File: src/rtl/adc_ctrl_pkg.sv
// Shared types, config-word layout and OSR helpers for the SAR ADC conversion controller.
package adc_ctrl_pkg;

  typedef enum logic [2:0] {
    IDLE      = 3'd0,
    START_H   = 3'd1,
    START_L   = 3'd2,
    WAIT_DONE = 3'd3,
    CAPTURE   = 3'd4
  } state_t;

  localparam int unsigned OSR_W  = 3;
  localparam int unsigned DLY_W  = 5;
  localparam int unsigned EDGE_W = 6;
  localparam int unsigned CFG_W  = 16;
  localparam int unsigned PCNT_W = 9;

  // OSR encodings: start pulses per oversampled result
  localparam logic [OSR_W-1:0] OSR_X1   = 3'd0;
  localparam logic [OSR_W-1:0] OSR_X4   = 3'd1;
  localparam logic [OSR_W-1:0] OSR_X16  = 3'd2;
  localparam logic [OSR_W-1:0] OSR_X64  = 3'd3;
  localparam logic [OSR_W-1:0] OSR_X256 = 3'd4;

  // config_1 = {delay_edge, 4'b0, osr, 3'b0}
  localparam int unsigned CFG1_OSR_LSB  = 3;
  localparam int unsigned CFG1_EDGE_LSB = 10;
  // config_2 = {1'b1, delay, delay, delay}
  localparam int unsigned CFG2_DLY0_LSB = 0;
  localparam int unsigned CFG2_DLY1_LSB = 5;
  localparam int unsigned CFG2_DLY2_LSB = 10;
  localparam int unsigned CFG2_MARK_BIT = 15;

  // Number of start pulses for an OSR code (1 << 2*osr)
  function automatic logic [PCNT_W-1:0] osr_pulses(input logic [OSR_W-1:0] osr);
    logic [PCNT_W-1:0] n;
    case (osr)
      OSR_X1:  n = PCNT_W'(1);
      OSR_X4:  n = PCNT_W'(4);
      OSR_X16: n = PCNT_W'(16);
      OSR_X64: n = PCNT_W'(64);
      default: n = PCNT_W'(256);
    endcase
    return n;
  endfunction

  // Launch is allowed only for osr<=4 and a one-hot delay
  function automatic logic cfg_ok(input logic [OSR_W-1:0] osr, input logic [DLY_W-1:0] dly);
    return (osr <= OSR_X256) && (dly != '0) && ((dly & (dly - DLY_W'(1))) == '0);
  endfunction

  function automatic logic [CFG_W-1:0] pack_cfg1(input logic [EDGE_W-1:0] dedge,
                                                 input logic [OSR_W-1:0]  osr);
    logic [CFG_W-1:0] c;
    c = '0;
    c[CFG1_EDGE_LSB +: EDGE_W] = dedge;
    c[CFG1_OSR_LSB +: OSR_W]   = osr;
    return c;
  endfunction

  function automatic logic [CFG_W-1:0] pack_cfg2(input logic [DLY_W-1:0] dly);
    logic [CFG_W-1:0] c;
    c = '0;
    c[CFG2_MARK_BIT]             = 1'b1;
    c[CFG2_DLY2_LSB +: DLY_W]    = dly;
    c[CFG2_DLY1_LSB +: DLY_W]    = dly;
    c[CFG2_DLY0_LSB +: DLY_W]    = dly;
    return c;
  endfunction

endpackage

File: src/rtl/adc_ctrl_fifo.sv
// Synchronous result FIFO; full/empty from an extra pointer wrap bit.
// Push and pop in the same cycle are both honoured, including when full.
module adc_ctrl_fifo #(
  parameter int unsigned DEPTH = 4,
  parameter int unsigned WIDTH = 16
) (
  input  logic             clk,
  input  logic             rst_n,
  input  logic             i_push,
  input  logic [WIDTH-1:0] i_wdata,
  input  logic             i_pop,
  output logic [WIDTH-1:0] o_rdata,
  output logic             o_valid,
  output logic             o_full
);

  localparam int unsigned AW = $clog2(DEPTH);

  logic [AW:0]      r_wr_ptr;
  logic [AW:0]      r_rd_ptr;
  logic [WIDTH-1:0] r_mem [DEPTH];
  logic             w_empty;
  logic             w_wr_en;
  logic             w_rd_en;

  assign w_empty = (r_wr_ptr == r_rd_ptr);
  assign o_full  = (r_wr_ptr[AW] != r_rd_ptr[AW]) && (r_wr_ptr[AW-1:0] == r_rd_ptr[AW-1:0]);
  assign w_rd_en = i_pop && !w_empty;
  assign w_wr_en = i_push && (!o_full || w_rd_en);
  assign o_valid = !w_empty;
  assign o_rdata = r_mem[r_rd_ptr[AW-1:0]];

  // Pointer advance
  always_ff @(posedge clk or negedge rst_n) begin
    if (!rst_n) begin
      r_wr_ptr <= '0;
      r_rd_ptr <= '0;
    end else begin
      if (w_wr_en) r_wr_ptr <= r_wr_ptr + (AW+1)'(1);
      if (w_rd_en) r_rd_ptr <= r_rd_ptr + (AW+1)'(1);
    end
  end

  // Storage; cleared so the head reads 0 out of reset
  always_ff @(posedge clk or negedge rst_n) begin
    if (!rst_n) begin
      r_mem <= '{default: '0};
    end else if (w_wr_en) begin
      r_mem[r_wr_ptr[AW-1:0]] <= i_wdata;
    end
  end

endmodule

File: src/rtl/adc_conv_ctrl.sv
// SAR ADC conversion initiator: launches start pulse trains, waits for the
// synchronized finish edge and queues results for the host.
// Optional feature macro: ADC_CTRL_TIMEOUT_EN (WAIT_DONE watchdog).
module adc_conv_ctrl
  import adc_ctrl_pkg::*;
#(
  parameter int unsigned FIFO_DEPTH  = 4,
  parameter int unsigned START_HI    = 4,
  parameter int unsigned START_LO    = 4,
  parameter int unsigned TIMEOUT_CYC = 4096
) (
  input  logic        clk,
  input  logic        rst_n,
  input  logic        enable,
  input  logic        trigger,
  input  logic [15:0] period,
  input  logic [2:0]  cfg_osr,
  input  logic [4:0]  cfg_delay,
  input  logic [5:0]  cfg_delay_edge,
  output logic        start_conversion_out,
  output logic [15:0] config_1_out,
  output logic [15:0] config_2_out,
  input  logic        conversion_finished_in,
  input  logic [15:0] result_in,
  output logic [15:0] rd_data,
  output logic        rd_valid,
  input  logic        rd_ready,
  output logic        busy,
  output logic        overflow,
  output logic        cfg_err,
  output logic        timeout,
  input  logic        clr
);

  localparam int unsigned RES_W  = 16;
  localparam int unsigned PER_W  = 16;
  localparam int unsigned PH_MAX = (START_HI > START_LO) ? START_HI : START_LO;
  localparam int unsigned PH_W   = (PH_MAX > 1) ? $clog2(PH_MAX) : 1;

  state_t            r_state;
  logic              r_busy;
  logic              r_start;
  logic [CFG_W-1:0]  r_cfg1;
  logic [CFG_W-1:0]  r_cfg2;
  logic [PCNT_W-1:0] r_pcnt;
  logic [PCNT_W-1:0] r_ptarget;
  logic [PH_W-1:0]   r_ph;
  logic [PER_W-1:0]  r_period_cnt;
  logic              r_fin_meta;
  logic              r_fin_sync;
  logic              r_fin_prev;
  logic              r_overflow;
  logic              r_cfg_err;

  logic              w_fin_rise;
  logic              w_launch_req;
  logic              w_cfg_ok;
  logic              w_launch;
  logic              w_push;
  logic              w_pop;
  logic              w_full;
  logic              w_rd_valid;
  logic [RES_W-1:0]  w_rd_data;

  assign w_fin_rise   = r_fin_sync & ~r_fin_prev;
  assign w_launch_req = (r_state == IDLE) && (trigger || (enable && (r_period_cnt >= period)));
  assign w_cfg_ok     = cfg_ok(cfg_osr, cfg_delay);
  assign w_launch     = w_launch_req && w_cfg_ok;
  assign w_push       = (r_state == CAPTURE);
  assign w_pop        = w_rd_valid && rd_ready;

  // 2-FF synchronizer plus a delayed copy for rising-edge detect
  always_ff @(posedge clk or negedge rst_n) begin
    if (!rst_n) begin
      r_fin_meta <= 1'b0;
      r_fin_sync <= 1'b0;
      r_fin_prev <= 1'b0;
    end else begin
      r_fin_meta <= conversion_finished_in;
      r_fin_sync <= r_fin_meta;
      r_fin_prev <= r_fin_sync;
    end
  end

  // Saturating cycles-since-launch counter for continuous mode
  always_ff @(posedge clk or negedge rst_n) begin
    if (!rst_n) begin
      r_period_cnt <= '0;
    end else if (w_launch) begin
      r_period_cnt <= '0;
    end else if (r_period_cnt != '1) begin
      r_period_cnt <= r_period_cnt + PER_W'(1);
    end
  end

`ifdef ADC_CTRL_TIMEOUT_EN
  localparam int unsigned TO_W = 16;
  logic [TO_W-1:0] r_to_cnt;
  logic            r_timeout;
  logic            w_to_hit;

  assign w_to_hit = (r_state == WAIT_DONE) && !w_fin_rise &&
                    (r_to_cnt == TO_W'(TIMEOUT_CYC - 1));
  assign timeout  = r_timeout;

  // Watchdog counts cycles spent in WAIT_DONE
  always_ff @(posedge clk or negedge rst_n) begin
    if (!rst_n) begin
      r_to_cnt <= '0;
    end else if (r_state != WAIT_DONE) begin
      r_to_cnt <= '0;
    end else begin
      r_to_cnt <= r_to_cnt + TO_W'(1);
    end
  end

  // Sticky watchdog flag
  always_ff @(posedge clk or negedge rst_n) begin
    if (!rst_n) begin
      r_timeout <= 1'b0;
    end else if (w_to_hit) begin
      r_timeout <= 1'b1;
    end else if (clr) begin
      r_timeout <= 1'b0;
    end
  end
`else
  logic w_unused_timeout_cyc;
  assign w_unused_timeout_cyc = (TIMEOUT_CYC == 0);
  assign timeout = 1'b0;
`endif

  // Sticky error flags; a new event wins over a same-cycle clear
  always_ff @(posedge clk or negedge rst_n) begin
    if (!rst_n) begin
      r_overflow <= 1'b0;
      r_cfg_err  <= 1'b0;
    end else begin
      if (clr) begin
        r_overflow <= 1'b0;
        r_cfg_err  <= 1'b0;
      end
      if (w_push && w_full && !w_pop) r_overflow <= 1'b1;
      if (w_launch_req && !w_cfg_ok)  r_cfg_err  <= 1'b1;
    end
  end

  // Sequencer: pulse train, wait for finish, capture
  always_ff @(posedge clk or negedge rst_n) begin
    if (!rst_n) begin
      r_state   <= IDLE;
      r_busy    <= 1'b0;
      r_start   <= 1'b0;
      r_cfg1    <= '0;
      r_cfg2    <= '0;
      r_pcnt    <= '0;
      r_ptarget <= '0;
      r_ph      <= '0;
    end else begin
      case (r_state)
        IDLE: begin
          if (w_launch) begin
            r_cfg1    <= pack_cfg1(cfg_delay_edge, cfg_osr);
            r_cfg2    <= pack_cfg2(cfg_delay);
            r_ptarget <= osr_pulses(cfg_osr);
            r_pcnt    <= '0;
            r_ph      <= '0;
            r_start   <= 1'b1;
            r_busy    <= 1'b1;
            r_state   <= START_H;
          end
        end
        START_H: begin
          if (r_ph == PH_W'(START_HI - 1)) begin
            r_ph    <= '0;
            r_start <= 1'b0;
            r_state <= START_L;
          end else begin
            r_ph <= r_ph + PH_W'(1);
          end
        end
        START_L: begin
          if (r_ph == PH_W'(START_LO - 1)) begin
            r_ph   <= '0;
            r_pcnt <= r_pcnt + PCNT_W'(1);
            if (r_pcnt + PCNT_W'(1) == r_ptarget) begin
              r_state <= WAIT_DONE;
            end else begin
              r_start <= 1'b1;
              r_state <= START_H;
            end
          end else begin
            r_ph <= r_ph + PH_W'(1);
          end
        end
        WAIT_DONE: begin
          if (w_fin_rise) begin
            r_state <= CAPTURE;
          end
`ifdef ADC_CTRL_TIMEOUT_EN
          else if (w_to_hit) begin
            r_state <= IDLE;
            r_busy  <= 1'b0;
          end
`endif
        end
        CAPTURE: begin
          r_state <= IDLE;
          r_busy  <= 1'b0;
        end
        default: begin
          r_state <= IDLE;
          r_busy  <= 1'b0;
          r_start <= 1'b0;
        end
      endcase
    end
  end

  adc_ctrl_fifo #(
    .DEPTH (FIFO_DEPTH),
    .WIDTH (RES_W)
  ) u_fifo (
    .clk     (clk),
    .rst_n   (rst_n),
    .i_push  (w_push),
    .i_wdata (result_in),
    .i_pop   (w_pop),
    .o_rdata (w_rd_data),
    .o_valid (w_rd_valid),
    .o_full  (w_full)
  );

  assign start_conversion_out = r_start;
  assign config_1_out         = r_cfg1;
  assign config_2_out         = r_cfg2;
  assign busy                 = r_busy;
  assign rd_data              = w_rd_data;
  assign rd_valid             = w_rd_valid;
  assign overflow             = r_overflow;
  assign cfg_err              = r_cfg_err;

endmodule
File: config.mk
export PLATFORM = sky130hd
export DESIGN_NAME = adc_conv_ctrl
export DESIGN_NICKNAME = d
export VERILOG_FILES = /design/src/rtl/adc_ctrl_pkg.sv /design/src/rtl/adc_ctrl_fifo.sv /design/src/rtl/adc_conv_ctrl.sv
export SDC_FILE = /design/constraint.sdc
export NUM_CORES = 1
export LEC_CHECK = 0
export CORE_MARGIN = 2
export CORE_UTILIZATION = 54
export DETAILED_ROUTE_END_ITERATION = 10
export GPL_TIMING_DRIVEN = 0
export PLACE_DENSITY = 0.81
export SYNTH_ARGS = -nofsm -noshare
export SYNTH_HDL_FRONTEND = slang
export SYNTH_SLANG_ARGS = --single-unit
export TNS_END_PERCENT = 5
File: constraint.sdc
create_clock -name clk -period 3.65 [get_ports clk]
set_input_delay 0.5475 -clock clk [delete_from_list [all_inputs] [get_ports clk]]
set_output_delay 0.5475 -clock clk [all_outputs]
set_load 0.02 [all_outputs]
After elaboration in Yosys (flattened, before gate mapping). Cells that the tools add are included.

Bits in latches: 0. Bits of input ports: 53. ROM bits: 0. Register bits after elaboration: 141. Memories: 0. Bits in writable memories: 0.

Muxes and demuxes: 30. Magnitude comparators: 5. $add $sub $neg: 6. Reductions and logical operators: 37. Shift operators: 0. Multipliers: 0. Bitwise operators: 7. Eq/ne operators: 18. Divide/modulo/power cells: 0.

Operators with widths (number): $mux 16 (5); $bwmux 64 (1); $pmux 9 s4 (1); $bmux 16 s2 (1); $demux 16 s2 (1); $mux 9 (2); $pmux 9 s2 (1); $add 16x1->16 const B (1); $ge 16x16->1 (1); $ne 16x16->1 const B (1); $logic_and 1x1->1 (13); $eq 3x2->1 const B (4); $mux 3 (4); $pmux 3 s4 (1); $ne 2x2->1 const B (5); $reduce_bool 2->1 (5); $add 9x1->9 const B (1); $eq 9x9->1 (1); $mux 1 (7); $add 3x1->3 const B (2); $eq 3x1->1 const B (2); $ge 3x3->1 const B (2); $logic_not 3->1 (2); $mux 2 (3); other kinds (26) (36).

Logic depth before layout (Yosys ltp).
Word-level depth: 7. Gate-level depth with buffers: 9. Gate-level depth less buffers: 7.

Cells and area by module. From an unflattened synthesis, not the netlist that was laid out.

Cells, all modules: 554. Area total of the unflattened synthesis: 6729.0 µm².

By module, submodules not included: adc_conv_ctrl (cells each 356, instances 1, sequential area each 1426.4 µm², area each 3402.0 µm²); adc_ctrl_fifo (cells each 198, instances 1, sequential area each 1751.7 µm², area each 3326.9 µm²).

Worst setup path before layout. OpenSTA, ideal clock, no wires.

Kind: input to register. Start: in period[15]. End: reg r_cfg1[10], in the netlist config_1_out[10]. Cell stages on the path: 8. Arrival time: 2.670 ns. Data required time: 3.525 ns. Slack: 0.856 ns. Cell sequence: inv_1 > ha_1 > nand4_1 > or4_1 > o32a_1 > a211oi_4 > buf_6 > mux2_2.

Cells in the longest elaborated chain, start to end: 6.

RTL lines: start, declared (RTL line adc_conv_ctrl.sv:16) `input logic [15:0] period,`; $ge 16x16->1 (RTL line adc_conv_ctrl.sv:66) `assign w_launch_req = (r_state == IDLE) && (trigger || (enable && (r_period_cnt >= period)));`; $logic_and 1x1->1 (RTL line adc_conv_ctrl.sv:66); $logic_or 1x1->1 (RTL line adc_conv_ctrl.sv:66); $logic_and 1x1->1 (RTL line adc_conv_ctrl.sv:66); $logic_and 1x1->1 (RTL line adc_conv_ctrl.sv:68) `assign w_launch = w_launch_req && w_cfg_ok;`; $reduce_and 2->1 (no source line); end signal, assigned (RTL line adc_conv_ctrl.sv:163) `r_cfg1 <= pack_cfg1(cfg_delay_edge, cfg_osr);`; end, declared (RTL line adc_conv_ctrl.sv:43) `logic [CFG_W-1:0] r_cfg1;`.

Every way passes these cells. A chain may end at the register's enable or synchronous reset.

Worst setup path after layout.
Start: reg u_fifo.r_rd_ptr[0]. End: out rd_data[13].

Cells in the longest elaborated chain, start to end: 4.

RTL lines: start, declared (RTL line adc_ctrl_fifo.sv:20) `logic [AW:0] r_rd_ptr;`; start signal, assigned (RTL line adc_ctrl_fifo.sv:40) `if (w_rd_en) r_rd_ptr <= r_rd_ptr + (AW+1)'(1);`; $not 2->3 (implied by the code) (RTL line adc_ctrl_fifo.sv:31) `assign o_rdata = r_mem[r_rd_ptr[AW-1:0]];`; $bmux 16 s2 (RTL line adc_ctrl_fifo.sv:31); $mux 16 (implied by the code) (2 in a row) (RTL line adc_ctrl_fifo.sv:31); end, declared (RTL line adc_conv_ctrl.sv:25) `output logic [15:0] rd_data,`.

Every way passes these cells. The select of a mux whose other input is x is not followed.

==> run_results.csv <==
group,metric,value,unit
yosys,synth_top_area_cell,"dfrtp_1",
setup_path,r2r_slack,0.74,ns
setup_path,crit_chain,"buf_4 -> buf_1 -> mux4_2 -> clkdlybuf4s50_1",
place,gp_congestion,0.863,
cells_and_area,final_cell_mix,"dfrtp_1 (127), clkdlybuf4s50_1 (97), mux2_2 (85)",
pwr,peakVddDrop,0.000372,V
sta,hold_viol_final,0,
detailed_routing,ant_nets,0,
clock_network,ctsHtreeMaxLevel,4,
yosys,synth_cell_types,55,
hold_path,hp-class,"in2async",
clock_network,cts_made_buffers,17,
place,dpl.cell_count,785,
sta,worstMarginPinSlew,1.03,ns
clock_network,hold_buffers,0,
clock_network,cts_tree,"done",
place,io_buffers,98,
pwr,comb_power_share,0.387,
setup_path,crit_path_top_delay_cell,"buf_1",
yosys,synth_area_leaders,"dfrtp_1 (49%), mux2_2 (15%), mux4_2 (5.6%), ha_1 (4.7%), xnor2_1 (2.9%)",
sta,finalMaxSlewViolations,0,
setup_path,crit_required,3.10,ns
global_routing,grt_first_pass_wirelength,23.2,mm
setup_path,cp-end-kind,"output port",
setup_path,slowest_delay,0.68,ns
cells_and_area,antennaDiodeCount,0,
yosys,async_flop_share,1.00,
pwr,seqPwrFrac,0.354,
detailed_routing,wl_per_cell,17.0,microns
detailed_routing,wl,13.9,mm
global_routing,grt_antenna_before_repair,0,
setup_path,reg2reg_from,"r_period_cnt[14]$_DFFE_PN0P_",
die,die_x,113,microns
sta,hold_ws,0.0310,ns
detailed_routing,via_count,4561,
cells_and_area,num-nets-final,738,
sta,fin_crit_sh,0.934,
cells_and_area,drive_gt1_frac,0.239,
status,violations,"design-rule violations",
pwr,p_int,4090,uW
detailed_routing,first_iter_violations,196,
clock_network,clk_latency,0.42,ns
global_routing,grt_max_degree,91,
setup_path,cp.arrival,2.86,ns
cells_and_area,final_common_cell,"dfrtp_1",
yosys,synth-edff-count,0,
clock_network,clock_sinks,127,
clock_network,clockBufferDepth,2,
setup_path,worstSetupStartpointType,"flop",
die,initial_core_util,0.559,
yosys,synth_top_area_frac,0.494,
detailed_routing,drcViolationCount,8,
pwr,p_sw,2090,uW
clock_network,path_clk_slew,0.05,ns
sta,relSlewSlack,0.307,
flow_run,cap_violations,0,
pwr,cellPowerDensity,752,nW/um^2
sta,setup_viol_count_final,0,
clock_network,post_cts_resized,0,
yosys,yosys_warnings,0,
cells_and_area,fin_cells,817,
die,dieArea,12800,sq um
yosys,dominantRegCellSynth,"dfrtp_1",
detailed_routing,viasPerCell,5.58,
die,coreArea,11500,sq um
setup_path,r2r-end,"config_1_out[4]$_DFFE_PN0P_",
yosys,synth-seq-cells,127,
setup_path,worst_r2r_path_depth,7,
sta,fin_crit,3.41,ns
place,dp_hpwl,9.80,mm
sta,fin_worst_skew,0.00552,ns
detailed_routing,dr.pass1.iters,9,
yosys,syn-cell-area,6440,sq um
pwr,clkPwrFrac,0.260,
die,fp.dieH,113,microns
yosys,syn_avg_cell_area,12.0,sq um
sta,rsz0062_at_grt,"false",
pwr,p_leak,0.00380,uW
global_routing,grt_usage,0.233,
cells_and_area,areaGrowthSynthToFinish,27.7,%
pwr,switching_share,0.338,
yosys,ys_seq_area_frac,0.494,
die,rows,39,
status,status,"finished, violations left",
setup_path,path_class,"reg2out",
setup_path,cp_max_fo,10,
die,ios,107,
clock_network,post-cts-setup-buffers,0,
global_routing,grt_pass1_vias,4739,
yosys,synthCells,536,
global_routing,grt_overflow_total,0,
sta,fmax,293,MHz
clock_network,cts-root-buf,"clkbuf_16",
[worst max path at each step]
stage                                   start                            to  slack [ns]  cells after the start
6_report       u_fifo.r_rd_ptr[0]$_DFFE_PN0P_                   rd_data[13]        0.24                      4
3_3_place_gp                            rst_n  u_fifo.r_mem[49]$_DFFE_PN0P_       -2.76                      1
2_1_floorplan                      period[15]  config_1_out[10]$_DFFE_PN0P_        0.86                      8
4_1_cts        u_fifo.r_rd_ptr[0]$_DFFE_PN0P_                   rd_data[13]        0.16                      4
5_1_grt        u_fifo.r_rd_ptr[0]$_DFFE_PN0P_                   rd_data[13]        0.04                      4
3_5_place_dp                       period[15]   config_1_out[4]$_DFFE_PN0P_        0.17                      9
[logic make-up after synthesis]
family / Yosys count / share of synthesized area
muxes: 103 / 0.208
buffers and inverters: 65 / 0.0527
DFF: 127 / 0.494
other: 1 / 0.000582
and+or+nand+nor: 121 / 0.0923
adders and majority gates: 24 / 0.0466
AOI/OAI and AO/OA: 67 / 0.0684
xor gates and xnor gates: 28 / 0.0381
[routing by layer]
metal | GRT usage | wire (microns) | vias up
li1 | - | - | 2147
met1 | 0.288 | 5840 | 2278
met2 | 0.400 | 7180 | 120
met3 | 0.0525 | 708 | 16
met4 | 0.0902 | 194 | 0
met5 | 0 | 0 | -
[state kept, by name, indices dropped and copies added (netlist names)]
| name | count |
|---|---|
| r_fin_sync | 1 |
| busy | 1 |
| u_fifo.r_rd_ptr | 3 |
| r_fin_prev | 1 |
| r_fin_meta | 1 |
| start_conversion_out | 1 |
| r_state | 3 |
| r_ptarget | 5 |
| u_fifo.r_wr_ptr | 3 |
| overflow | 1 |
| r_ph | 2 |
| r_pcnt | 9 |
| cfg_err | 1 |
| r_period_cnt | 16 |
| config_2_out | 6 |
| u_fifo.r_mem | 64 |
| config_1_out | 9 |
[Yosys cell counts (2+ instances only)]
cell,n
mux2_2,85
a31oi_1,7
buf_1,2
clkbuf_1,13
nor2_1,27
o21ai_0,18
xnor2_1,21
buf_2,3
nor3_1,10
buf_6,2
a21oi_1,16
or2_2,2
nand2b_1,5
nor3b_1,4
nor4_1,3
nand4_1,7
mux4_2,16
ha_1,24
or3_1,3
dfrtp_1,127
nand3_1,15
xor2_1,7
and3_1,4
o22ai_1,2
and4_1,2
a2111oi_0,2
mux2i_1,2
a211oi_1,4
nand2_1,33
inv_1,24
o21a_1,3
buf_4,20
[worst max-delay path: cells and delay by family (launching register included)]
kind,cells,cell delay [ns]
DFF,1,0.35
buffers and inverters,3,1.46
muxes,1,0.63
[power by group through the flow]
| stage | Clock [uW] | Sequential, uW | Combinational [uW] |
|---|---|---|---|
| final | 1600 | 2190 | 2390 |
| after global routing | 1680 | 2250 | 2620 |
| after CTS | 1630 | 2190 | 2410 |
| after detailed placement | 0 | 2200 | 2400 |
| after global placement | 0 | 2170 | 2300 |
| after floorplan | 0 | 2220 | 1510 |
[per-stage QoR]
stage               worst slack [ns]  instance area [sq um]  TNS [ns]   util  power [uW]
floorplan                      0.856                   6460         0      -        3730
global placement               -2.76                   7620   -349.11  0.662        4470
detailed placement             0.169                   7650         0  0.665        4590
CTS                            0.156                   8220         0  0.714        6230
global route                  0.0353                   8220         0  0.714        6560
finish                         0.242                   8220         0  0.714        6180
[final cells by class]
class	instances	area [sq um]
sequential	127	3180
buffer	41	249
multi-input combinational	351	2950
fill	805	3300
clock inverter	5	52.6
inverter	24	90.1
clock buffer	27	513
tap	143	179
timing repair buffer	99	1010
Power figures use the tool's default switching activity.
